## src/rtl/delay_meas_ctrl.sv

```systemverilog
// Delay measurement controller.
// Launches a rising and then a falling edge into a delay chain and counts the
// clk cycles until the synchronized chain output reaches its expected level.
// A phase gives up with a timeout once its count would reach TIMEOUT.
module delay_meas_ctrl #(
  parameter int unsigned CNT_W       = 8,
  parameter int unsigned TIMEOUT     = 200,
  parameter int unsigned SYNC_STAGES = 2,
  parameter logic        INVERT      = 1'b1
) (
  input  logic             clk,
  input  logic             rst_n,
  input  logic             start,
  input  logic             sense,
  output logic             drive,
  output logic             busy,
  output logic             done,
  output logic             timeout,
  output logic [CNT_W-1:0] rise_cnt,
  output logic [CNT_W-1:0] fall_cnt
);

  typedef enum logic [2:0] {
    IDLE,
    SETTLE,
    RISE,
    FALL,
    DONE
  } state_e;

  localparam logic [CNT_W-1:0] TO_VAL = CNT_W'(TIMEOUT);

  state_e                 state_q, state_d;
  logic [SYNC_STAGES-1:0] sync_q;
  logic                   ssense;
  logic                   exp_lvl;
  logic                   match;
  logic [CNT_W-1:0]       cnt_q, cnt_d;
  logic [CNT_W-1:0]       cnt_inc;
  logic                   cnt_expired;
  logic                   drive_d;
  logic                   timeout_d;
  logic [CNT_W-1:0]       rise_d, fall_d;

  // Sense synchronizer; stages reset to the level an idle chain presents.
  always_ff @(posedge clk or negedge rst_n) begin
    if (!rst_n) begin
      sync_q <= {SYNC_STAGES{INVERT}};
    end else begin
      sync_q <= {sync_q[SYNC_STAGES-2:0], sense};
    end
  end

  assign ssense      = sync_q[SYNC_STAGES-1];
  assign exp_lvl     = drive ^ INVERT;
  assign match       = (ssense == exp_lvl);
  assign cnt_inc     = cnt_q + CNT_W'(1);
  assign cnt_expired = (cnt_inc == TO_VAL);

  assign busy = (state_q != IDLE);
  assign done = (state_q == DONE);

  // State, stimulus, phase counter and captured results.
  always_ff @(posedge clk or negedge rst_n) begin
    if (!rst_n) begin
      state_q  <= IDLE;
      drive    <= 1'b0;
      cnt_q    <= '0;
      timeout  <= 1'b0;
      rise_cnt <= '0;
      fall_cnt <= '0;
    end else begin
      state_q  <= state_d;
      drive    <= drive_d;
      cnt_q    <= cnt_d;
      timeout  <= timeout_d;
      rise_cnt <= rise_d;
      fall_cnt <= fall_d;
    end
  end

  // Next-state logic. The counter clears on the same edge that toggles drive,
  // so a zero-delay chain reads back as SYNC_STAGES cycles.
  always_comb begin
    state_d   = state_q;
    drive_d   = drive;
    cnt_d     = cnt_q;
    timeout_d = 1'b0;
    rise_d    = rise_cnt;
    fall_d    = fall_cnt;
    unique case (state_q)
      IDLE: begin
        drive_d = 1'b0;
        if (start) begin
          state_d = SETTLE;
          cnt_d   = '0;
        end
      end
      SETTLE: begin
        drive_d = 1'b0;
        if (match) begin
          state_d = RISE;
          cnt_d   = '0;
          drive_d = 1'b1;
        end else if (cnt_expired) begin
          state_d   = DONE;
          cnt_d     = '0;
          timeout_d = 1'b1;
          rise_d    = TO_VAL;
          fall_d    = TO_VAL;
        end else begin
          cnt_d = cnt_inc;
        end
      end
      RISE: begin
        if (match) begin
          state_d = FALL;
          rise_d  = cnt_q;
          cnt_d   = '0;
          drive_d = 1'b0;
        end else if (cnt_expired) begin
          state_d   = DONE;
          cnt_d     = '0;
          drive_d   = 1'b0;
          timeout_d = 1'b1;
          rise_d    = TO_VAL;
        end else begin
          cnt_d = cnt_inc;
        end
      end
      FALL: begin
        if (match) begin
          state_d = DONE;
          fall_d  = cnt_q;
          cnt_d   = '0;
          drive_d = 1'b0;
        end else if (cnt_expired) begin
          state_d   = DONE;
          cnt_d     = '0;
          drive_d   = 1'b0;
          timeout_d = 1'b1;
          fall_d    = TO_VAL;
        end else begin
          cnt_d = cnt_inc;
        end
      end
      DONE: begin
        state_d = IDLE;
        drive_d = 1'b0;
      end
      default: begin
        state_d = IDLE;
        drive_d = 1'b0;
        cnt_d   = '0;
      end
    endcase
  end

endmodule

```

## config.mk

```make
export PLATFORM = sky130hd
export DESIGN_NAME = delay_meas_ctrl
export DESIGN_NICKNAME = d
export VERILOG_FILES = /design/src/rtl/delay_meas_ctrl.sv
export SDC_FILE = /design/constraint.sdc
export NUM_CORES = 1
export LEC_CHECK = 0
export ABC_AREA = 1
export BUFFER_PORTS_ARGS = -buffer_cell sky130_fd_sc_hd__buf_2
export CORE_MARGIN = 5
export CORE_UTILIZATION = 40
export DETAILED_ROUTE_END_ITERATION = 8
export HOLD_SLACK_MARGIN = 0.02
export PLACE_DENSITY = 0.63
export SETUP_SLACK_MARGIN = 0.4
export SYNTH_ARGS = -nofsm -noshare
export SYNTH_HDL_FRONTEND = slang
export SYNTH_SLANG_ARGS = --single-unit
```

## constraint.sdc

```tcl
create_clock -name clk -period 4.15 [get_ports clk]
set_input_delay 0 -clock clk [delete_from_list [all_inputs] [get_ports clk]]
set_output_delay 0 -clock clk [all_outputs]
set_load 0.03 [all_outputs]
```

==> metrics.txt <==
die height just over 70 um; Syn Inst Count 169; Worst EP arrival about 1.9 ns; CTS tree yes; peak supply drop around 0.24 mV; # placed instances roughly 240; CP Cell Sequence ha_1 -> nand3_2 -> nand2_1 -> nand2_1 -> nand3_1 -> nor2_4 -> nand2_4 -> nand2_8 -> nand2_4 -> nand2_1 -> o21ai_1; Clock transition at path regs around 0.060 ns; max-cap violations 0; Avg Inst Size Synth between 8 and 9 um^2; Antenna Violating Nets Remaining 0; first-pass GRT wire length approximately 5700 um; wire length per cell around 13 um; # diodes 0; Worst EP required about 4.3 ns; asr flop ratio synth 100.0%; worst-case reg-to-reg path depth 11; root buf cell clkbuf_8; critical path startpoint category flip-flop; 1st-pass router iterations 4; fmax a little under 600 MHz; FP Rows 22; DRC errors left 0; Slew Viols, Final 0; Routed met1 length between 1000 and 1500 um; largest fanout on the critical path 10; post-CTS sizing 0; Seq/Total Area, Yosys around 53%; highest metal used met4; min setup slack post-route 2.419 ns; hold violation count in the final report 0; outcome finished clean; Crit path top cell by count nand2_1; Starting Density slightly above 40%; routed via count approximately 1200; chip width ~70 um; detailed placer's ending HPWL 2393 um; Final #Nets 206; Worst Hold Class primary input to asynchronous set/reset pin; overall routing resource usage approximately 14%; RSZ-0062 raised after global routing no; crit-path max cell delay ~0.43 ns; Worst R2R Setup Slack about 2.4 ns; total congestion overflow 0; worst reg2reg startpoint cnt_q[0]$_DFFE_PN0P_; P_leak approximately 0.85 nW; vias per cell between 4 and 5; P&R area growth vs syn 18.93%; Main synth FF type dfrtp_1; synth unique cells 24; Routed WL between 3000 and 4000 um; IO Pins 24; Place WS 2.422 ns; core footprint between 0.003 and 0.004 mm^2; Synth Warn # 0; die area ~0.0050 mm^2; Mapped Nets between 150 and 200; Cell Area, Synth between 0.001 and 0.0015 mm^2; vias in the first global route 1261; EDFF count, synth 0; initial antenna violation count 0; I/O Buffers 23; Worst setup EP type flip-flop; R2R Path End rise_cnt[5]$_DFFE_PN0P_; drt initial violations 85; CTS H-tree lvls 2; clock skew about 0.0024 ns; GP Congestion around 0.86; Period minus WS final 1.731 ns; CTS sink cnt 31; Final Setup Violations 0; Worst Max-Slew Pin Slew around 0.68 ns; CTS buffer count 5; post-CTS setup buffers 0; WL met3 approximately 160 um; share of layout cells above drive strength 1 roughly a quarter; Clock Path Buffers 2; CP Class flip-flop to flip-flop; final setup TNS 0 ns; metal2 WL 1551 um; PD cells 665.7 mW/mm^2; worst-path cell with the longest stage delay dfrtp_1; Seq cells post-synth 31; final worst-path cycle share 41.72%; non-filler cells, final 250; largest net degree at the start of global routing 32; Slew HR 54.78%; Skew-Pair Late Insertion Delay approximately 0.28 ns
[cell usage after synthesis, drive strengths merged, types with 2 or more instances]
cell type / n / area [um^2]
nand2: 48 / 226.5
nor2: 16 / 85.08
a21oi: 17 / 85.08
inv: 21 / 78.83
o21ai: 16 / 80.08
o22ai: 3 / 18.77
nand4: 2 / 12.51
nor3: 2 / 15.01
dfrtp: 29 / 725.7
dfstp: 2 / 52.55
nand3: 9 / 50.05
[per-stage QoR]
stage | cell area (um^2) | utilization [%] | total power [mW] | hold slack, ns
after floorplan | 1474 | - | 0.8116 | -0.2956
after global placement | 1642 | 45.52 | 0.9436 | 0.06988
after detailed placement | 1642 | 45.52 | 0.9484 | 0.09006
after CTS | 1753 | 48.61 | 1.182 | 0.3252
after global routing | 1753 | 48.61 | 1.256 | 0.3626
final | 1753 | 48.61 | 1.167 | 0.3023
[final cells by class]
cell class              instances  area, um^2
inverters                      21       78.83
fillers                       341        1853
multi-input cells             116       609.3
clock buffers                   7       76.32
repair buffers                 26       145.1
well taps                      48       60.06
clock inverters                 1       5.005
flip-flops and latches         31       778.2
[sequential cells by signal, summed over array words and instances (netlist names)]
name / count
fall_cnt: 8
drive: 1
timeout: 1
state_q: 3
rise_cnt: 8
sync_q: 2
cnt_q: 8
[placed cells by master (no fill, tap or decap), drive strengths merged]
master       synthesis  final
a21oi               17     17
nor2                16     16
o22ai                3      3
buf                  1     23
dfstp                2      2
nor3                 2      2
o21ai               16     16
nand4                2      2
dfrtp               29     29
xor2                 1      1
ha                   1      1
o211ai               1      1
nand2               48     48
clkbuf               0      7
dlygate4sd3          0      3
nand3                9      9
inv                 21     21
clkinv               0      1
[kinds of logic (layout without fill, tap and decap cells)]
kind of cell             after synthesis  count (layout)  synth area share, %
AND/OR/NAND/NOR                       77              77                26.40
adder cells (fa/ha/maj)                1               1               0.8488
XOR/XNOR                               1               1                1.104
flip-flops                            31              31                52.80
AO/OA/AOI/OAI                         37              37                12.99
buffers and inverters                 22              55                5.858
[worst max-delay path: cells and delay by family (launching register included)]
family	cells	cell delay [ns]
AND/OR/NAND/NOR	9	0.85
AO/OA/AOI/OAI	1	0.06
adder cells (fa/ha/maj)	1	0.28
flip-flops	1	0.43
[repair_timing]
item | in CTS | in global routing
hold endpoints to repair | 31 | 0
setup endpoints to repair | 0 | 0
hold buffers | 3 | 0
[where the power goes]
part	switching, mW	internal, mW	total (mW)
combinational	0.362	0.143	0.505
clock	0.105	0.117	0.222
sequential	0.0614	0.378	0.440
total	0.528	0.638	1.17
[layer usage]
layer	up-vias	GRT usage (%)
li1	611	-
met1	589	17.15
met2	18	23.89
met3	4	4.830
met4	0	5.010
met5	-	0
[worst max path at each step]
stage	startpoint	endpoint	slack, ns	depth (start not counted)
3_3_place_gp	cnt_q[0]$_DFFE_PN0P_	rise_cnt[4]$_DFFE_PN0P_	2.49	11
2_1_floorplan	state_q[0]$_DFFE_PN0P_	cnt_q[2]$_DFFE_PN0P_	2.35	4
4_1_cts	cnt_q[0]$_DFFE_PN0P_	rise_cnt[5]$_DFFE_PN0P_	2.41	10
6_report	cnt_q[0]$_DFFE_PN0P_	rise_cnt[5]$_DFFE_PN0P_	2.42	11
5_1_grt	cnt_q[0]$_DFFE_PN0P_	fall_cnt[2]$_DFFE_PN0P_	2.22	10
3_5_place_dp	cnt_q[0]$_DFFE_PN0P_	rise_cnt[5]$_DFFE_PN0P_	2.42	10
Note: power is estimated with default switching activity, not from simulation.
